===== src/rtl/base_ram_arbiter_pkg.sv =====
// Shared definitions for the two-port SRAM arbiter: FSM encoding, port IDs and
// default geometry/timing.
package base_ram_arbiter_pkg;

    typedef enum logic [2:0] {
        IDLE     = 3'd0,
        READ     = 3'd1,
        WR_SETUP = 3'd2,
        WR_PULSE = 3'd3,
        WR_HOLD  = 3'd4,
        ACK      = 3'd5
    } state_t;

    localparam logic PORT_IF  = 1'b0;
    localparam logic PORT_MEM = 1'b1;

    localparam int DEFAULT_WAIT   = 1;
    localparam int DEFAULT_ADDR_W = 20;

endpackage


===== src/rtl/base_ram_arbiter.sv =====
// Arbitrates an instruction-fetch port and a data port onto one asynchronous SRAM.
// Define BASE_RAM_ARB_RR_EN for round-robin arbitration; default is fixed mem-first.
module base_ram_arbiter
    import base_ram_arbiter_pkg::*;
#(
    parameter int ADDR_W = DEFAULT_ADDR_W,
    parameter int WAIT   = DEFAULT_WAIT
) (
    input  logic              clk,
    input  logic              rst,

    input  logic              if_req,
    input  logic [31:0]       if_addr,
    output logic              if_ack,
    output logic [31:0]       if_rdata,

    input  logic              mem_req,
    input  logic              mem_we,
    input  logic [31:0]       mem_addr,
    input  logic [3:0]        mem_sel,
    input  logic [31:0]       mem_wdata,
    output logic              mem_ack,
    output logic [31:0]       mem_rdata,

    output logic [ADDR_W-1:0] ram_addr,
    output logic [3:0]        ram_be_n,
    output logic              ram_ce_n,
    output logic              ram_oe_n,
    output logic              ram_we_n,
    output logic [31:0]       ram_dout,
    output logic              ram_dout_en,
    input  logic [31:0]       ram_din
);

    localparam logic [3:0] WAIT_CNT = 4'(WAIT);

    state_t            state;
    state_t            next_state;
    logic [3:0]        cnt;
    logic              last_cycle;
    logic              grant;
    logic              pick;
    logic              port_q;
    logic [ADDR_W-1:0] addr_q;
    logic [3:0]        be_q;
    logic [31:0]       dout_q;
    logic [31:0]       if_rdata_q;
    logic [31:0]       mem_rdata_q;

    // Byte-offset and upper address bits never reach the SRAM.
    logic unused_addr_bits;
    assign unused_addr_bits = ^{if_addr[31:ADDR_W+2], if_addr[1:0],
                                mem_addr[31:ADDR_W+2], mem_addr[1:0]};

    assign last_cycle = (cnt == 4'd0);

`ifdef BASE_RAM_ARB_RR_EN
    // Port that wins the next simultaneous request.
    logic rr_ptr;

    always_ff @(posedge clk) begin
        if (rst) begin
            rr_ptr <= PORT_MEM;
        end else if (grant) begin
            rr_ptr <= ~pick;
        end
    end

    always_comb begin
        pick = mem_req ? PORT_MEM : PORT_IF;
        if (mem_req && if_req) begin
            pick = rr_ptr;
        end
    end
`else
    always_comb begin
        pick = mem_req ? PORT_MEM : PORT_IF;
    end
`endif

    always_ff @(posedge clk) begin
        if (rst) begin
            state <= IDLE;
        end else begin
            state <= next_state;
        end
    end

    always_comb begin
        next_state = state;
        grant      = 1'b0;
        case (state)
            IDLE: begin
                if (mem_req || if_req) begin
                    grant      = 1'b1;
                    next_state = (pick == PORT_MEM && mem_we) ? WR_SETUP : READ;
                end
            end
            READ:     if (last_cycle) next_state = ACK;
            WR_SETUP: next_state = WR_PULSE;
            WR_PULSE: if (last_cycle) next_state = WR_HOLD;
            WR_HOLD:  next_state = ACK;
            ACK:      next_state = IDLE;
            default:  next_state = IDLE;
        endcase
    end

    // One counter times both the READ and the WR_PULSE phases.
    always_ff @(posedge clk) begin
        if (rst) begin
            cnt <= '0;
        end else if (grant) begin
            cnt <= WAIT_CNT;
        end else if ((state == READ || state == WR_PULSE) && !last_cycle) begin
            cnt <= cnt - 4'd1;
        end
    end

    always_ff @(posedge clk) begin
        if (rst) begin
            port_q      <= PORT_MEM;
            addr_q      <= '0;
            be_q        <= 4'hF;
            dout_q      <= '0;
            if_rdata_q  <= '0;
            mem_rdata_q <= '0;
        end else begin
            if (grant) begin
                port_q <= pick;
                if (pick == PORT_MEM) begin
                    addr_q <= mem_addr[ADDR_W+1:2];
                    be_q   <= ~mem_sel;
                    dout_q <= mem_wdata;
                end else begin
                    addr_q <= if_addr[ADDR_W+1:2];
                    be_q   <= 4'h0;
                end
            end
            if (state == READ && last_cycle) begin
                if (port_q == PORT_MEM) begin
                    mem_rdata_q <= ram_din;
                end else begin
                    if_rdata_q <= ram_din;
                end
            end
        end
    end

    // SRAM strobes depend only on registered state, never on the req inputs.
    always_comb begin
        ram_ce_n    = 1'b1;
        ram_oe_n    = 1'b1;
        ram_we_n    = 1'b1;
        ram_be_n    = 4'hF;
        ram_dout_en = 1'b0;
        case (state)
            READ: begin
                ram_ce_n = 1'b0;
                ram_oe_n = 1'b0;
                ram_be_n = be_q;
            end
            WR_SETUP, WR_HOLD: begin
                ram_ce_n    = 1'b0;
                ram_be_n    = be_q;
                ram_dout_en = 1'b1;
            end
            WR_PULSE: begin
                ram_ce_n    = 1'b0;
                ram_we_n    = 1'b0;
                ram_be_n    = be_q;
                ram_dout_en = 1'b1;
            end
            default: begin
            end
        endcase
    end

    assign ram_addr  = addr_q;
    assign ram_dout  = dout_q;
    assign if_rdata  = if_rdata_q;
    assign mem_rdata = mem_rdata_q;
    assign if_ack    = (state == ACK) && (port_q == PORT_IF);
    assign mem_ack   = (state == ACK) && (port_q == PORT_MEM);

endmodule


===== config.mk =====
export PLATFORM = sky130hd
export DESIGN_NAME = base_ram_arbiter
export DESIGN_NICKNAME = d
export VERILOG_FILES = /design/src/rtl/base_ram_arbiter_pkg.sv /design/src/rtl/base_ram_arbiter.sv
export SDC_FILE = /design/constraint.sdc
export NUM_CORES = 1
export LEC_CHECK = 0
export CAP_MARGIN = 15
export CELL_PAD_IN_SITES_DETAIL_PLACEMENT = 1
export CELL_PAD_IN_SITES_GLOBAL_PLACEMENT = 1
export CORE_UTILIZATION = 26
export DETAILED_ROUTE_END_ITERATION = 7
export PLACE_DENSITY_LB_ADDON = 0.1
export SLEW_MARGIN = 15
export SYNTH_ARGS = -nofsm -noshare
export SYNTH_HDL_FRONTEND = slang
export SYNTH_SLANG_ARGS = --single-unit

===== constraint.sdc =====
create_clock -name clk -period 1.7 [get_ports clk]
set_input_delay 0.34 -clock clk [delete_from_list [all_inputs] [get_ports clk]]
set_output_delay 0.34 -clock clk [all_outputs]
set_load 0.02 [all_outputs]

==> flow_metrics.tcl <==
set metrics [dict create \
    status "finished, violations left" \
    violations "negative setup slack" \
    path_cells "or3_4 > and2_4 > nand2b_4 > buf_6" \
    grt_setup_unrepaired "true" \
    grt_pass1_wl_mm 27.6 \
    crit_family "simple AND/OR/NAND/NOR gates" \
    cp_slowest_cell "or3_4" \
    syn_nets 692 \
    min_path_type "input port to flip-flop" \
    design_area_sq_um 8860 \
    finalHoldViolCount 0 \
    drtIter0Drc 170 \
    fmax_mhz 537 \
    startpoint_type "flip-flop" \
    routed_wirelength_mm 18.0 \
    hold-worst-slack_ns 0.412 \
    tightest_slew_ns 0.400 \
    ant_nets 0 \
    worst-path-buf-inv 1 \
    min_period_ns 1.86 \
    crit_type "flip-flop to primary output" \
    cts.clk_slew.worst_paths_ns 0.06 \
    crit_path_max_incr_delay_ns 0.38 \
    clkSinkCount 128 \
    synth_seq_cells 128 \
    setup_viol 24 \
    powerDensity_nw_per_um2 1100 \
    htreeDepth 4 \
    insertion_delay_ns 0.41 \
    final.period_utilization_pct 110 \
    hold_buffers 0 \
    fin_util_pct 45.0 \
    grt_max_degree 75 \
    wire_per_inst_microns 16.5 \
    fin_skew_ns 0.00729 \
    antenna_found_initial 0 \
    viasPerCell 4.58 \
    clockBufferDepth 2 \
    vias 4999 \
    maxCapViolations 0 \
    cp-end-kind "primary output" \
    gp_congestion 0.771 \
    io_buffers 238 \
    drtPass1Iterations 4 \
    antennaDiodeCount 0 \
    grt_pass1_vias 5444 \
    fp.dieH_microns 145 \
    finalMaxSlewViolations 0 \
    peakVddDrop_mv 0.672 \
    seq_area_frac_synth_pct 48.4 \
    relSlewSlack_pct 73.3 \
    cts_tree "built" \
    tns_ns -2.00 \
    dp_worst_setup_slack_ns -0.321 \
    grt_util_all_layers_pct 17.5 \
    worstPathMaxFanout 5 \
    critPathArrivalTime_ns 1.52 \
    post_dp_cell_area_sq_um 8160 \
    netlist_area_sq_um 5290 \
    worstPathRequired_ns 1.36 \
    syn_avg_cell_area_sq_um 9.56 \
    fin_nets 953 \
    initial_core_util_pct 26.8 \
    ios 263 \
    dieWidth_microns 145 \
    grt_overflow_total 0 \
    areaGrowthSynthToFinish_pct 67.5 \
    clock-root-buffer "clkbuf_16" \
    std_cell_rows 51 \
    synthCells 554 \
    layout-drive-gt1-share_pct 14.3 \
    dp_hpwl_mm 12.8 \
    coreArea_sq_um 19700 \
    p_leak_nw 3.99 \
    synth_warnings 0 \
    setup_ws_ns -0.163 \
    drc 0 \
    yosysUniqueCellTypes 33 \
    dieArea_sq_um 20900 \
    cts_buffers 17 \
]
timing repair:
item                                    CTS  global route
buffers inserted                          4             6
cloned                                    3             0
endpoints found under the setup margin  239            70
resized for setup                       192            26
pin swaps                                 1             3
report_power, final:
group / internal (mW) / switching, mW / total [mW] / leakage (nW)
clock: 2.17 / 1.35 / 3.53 / 0.271
sequential: 3.33 / 0.174 / 3.51 / 1.05
combinational: 1.32 / 1.43 / 2.76 / 2.68
total: 6.83 / 2.96 / 9.79 / 3.99
placed cells by master (no fill, tap or decap), types with 2 or more instances in the layout:
master,n
dfxtp_1,124
dlygate4sd2_1,116
clkdlybuf4s50_1,111
nand2b_1,97
mux2i_1,84
nand2_1,68
a21oi_1,56
buf_4,35
a211oi_1,22
clkbuf_16,17
buf_6,14
nor2_1,8
buf_12,8
nand2b_4,5
a211o_1,5
clkinv_2,5
inv_2,3
o21ai_0,3
clkinvlp_4,3
dfxtp_2,3
nor2b_4,2
nand2_2,2
nand4b_1,2
or3_1,2
nand3_1,2
bufinv_16,2
clkbuf_1,2
buf_16,2
metrics by stage:
stage / std cells / total power, mW
3_5_place_dp: 1050 / 6.33
6_report: 1092 / 9.79
4_1_cts: 1088 / 9.84
3_3_place_gp: 1050 / 6.24
5_1_grt: 1092 / 10.3
2_1_floorplan: 554 / 4.94
synth_stat cells:
cell | number | share of area [%]
a2111oi_0 | 2 | 0.33
a211o_1 | 5 | 0.83
a211oi_1 | 22 | 3.1
a21oi_1 | 56 | 5.3
a221oi_1 | 1 | 0.17
a31oi_1 | 1 | 0.12
and2_1 | 1 | 0.12
and3_1 | 1 | 0.12
buf_2 | 18 | 1.7
buf_6 | 3 | 0.64
clkbuf_1 | 23 | 1.6
dfxtp_1 | 128 | 48
ha_1 | 1 | 0.24
inv_1 | 4 | 0.28
mux2_2 | 1 | 0.21
mux2i_1 | 84 | 16
nand2_1 | 70 | 5.0
nand2b_1 | 102 | 12
nand3_1 | 2 | 0.19
nand4b_1 | 2 | 0.33
nor2_1 | 9 | 0.64
nor2b_1 | 2 | 0.24
nor3_2 | 1 | 0.19
nor3b_1 | 1 | 0.14
nor4_4 | 1 | 0.40
nor4b_2 | 1 | 0.28
o211ai_1 | 1 | 0.14
o21ai_0 | 4 | 0.38
or2_2 | 1 | 0.12
or3_1 | 3 | 0.35
or3b_1 | 1 | 0.17
or4_1 | 1 | 0.14
or4b_2 | 1 | 0.19
worst register-to-register path: stages, from the launching register on:
cell,delay (ns)
dfxtp_2,0.32
inv_2,0.07
ha_4,0.14
or3b_4,0.40
nor4_4,0.16
buf_6,0.17
buf_12,0.12
buf_16,0.14
mux2i_1,0.18
worst paths after layout:
path	from	to	slack [ns]	cells after the start
worst max-delay path	state[1]	ram_be_n[3]	-0.16	4
worst min-delay path	rst	if_rdata[0]	0.41	3
worst max register to register	cnt[0]	if_rdata[11]	-0.08	8
worst min register to register	ram_dout[6]	ram_dout[6]	0.45	2
sequential cells by signal, indices dropped and copies added, names as in the netlist:
signal	count
be_q	4
if_rdata	32
state	3
port_q	1
ram_dout	32
ram_addr	20
cnt	4
mem_rdata	32
logic make-up after synthesis:
| group | count (synthesis) | share of synthesized area (%) |
|---|---|---|
| simple gates | 200 | 20.6 |
| fa+ha+maj | 1 | 0.236 |
| compound gates | 92 | 10.4 |
| buf+inv | 48 | 4.25 |
| flops | 128 | 48.4 |
| mux | 85 | 16.1 |
layer usage:
metal  part of all wire (%)  vias up  track usage, %
met2                     51      168            31.3
met4                    1.7        0            6.37
met3                    7.5       23            6.55
met1                     40     2410            18.6
li1                       -     2398               -
met5                      0        -               0
final cells by class:
cell class	count	area (sq um)
clock inverters	11	116
flip-flops and latches	128	2570
well taps	265	332
clock buffers	20	447
repair buffers	286	2760
inverters	4	15.0
fillers	2227	10900
multi-input cells	378	2620
No activity file was read; power rests on OpenSTA's default activity.
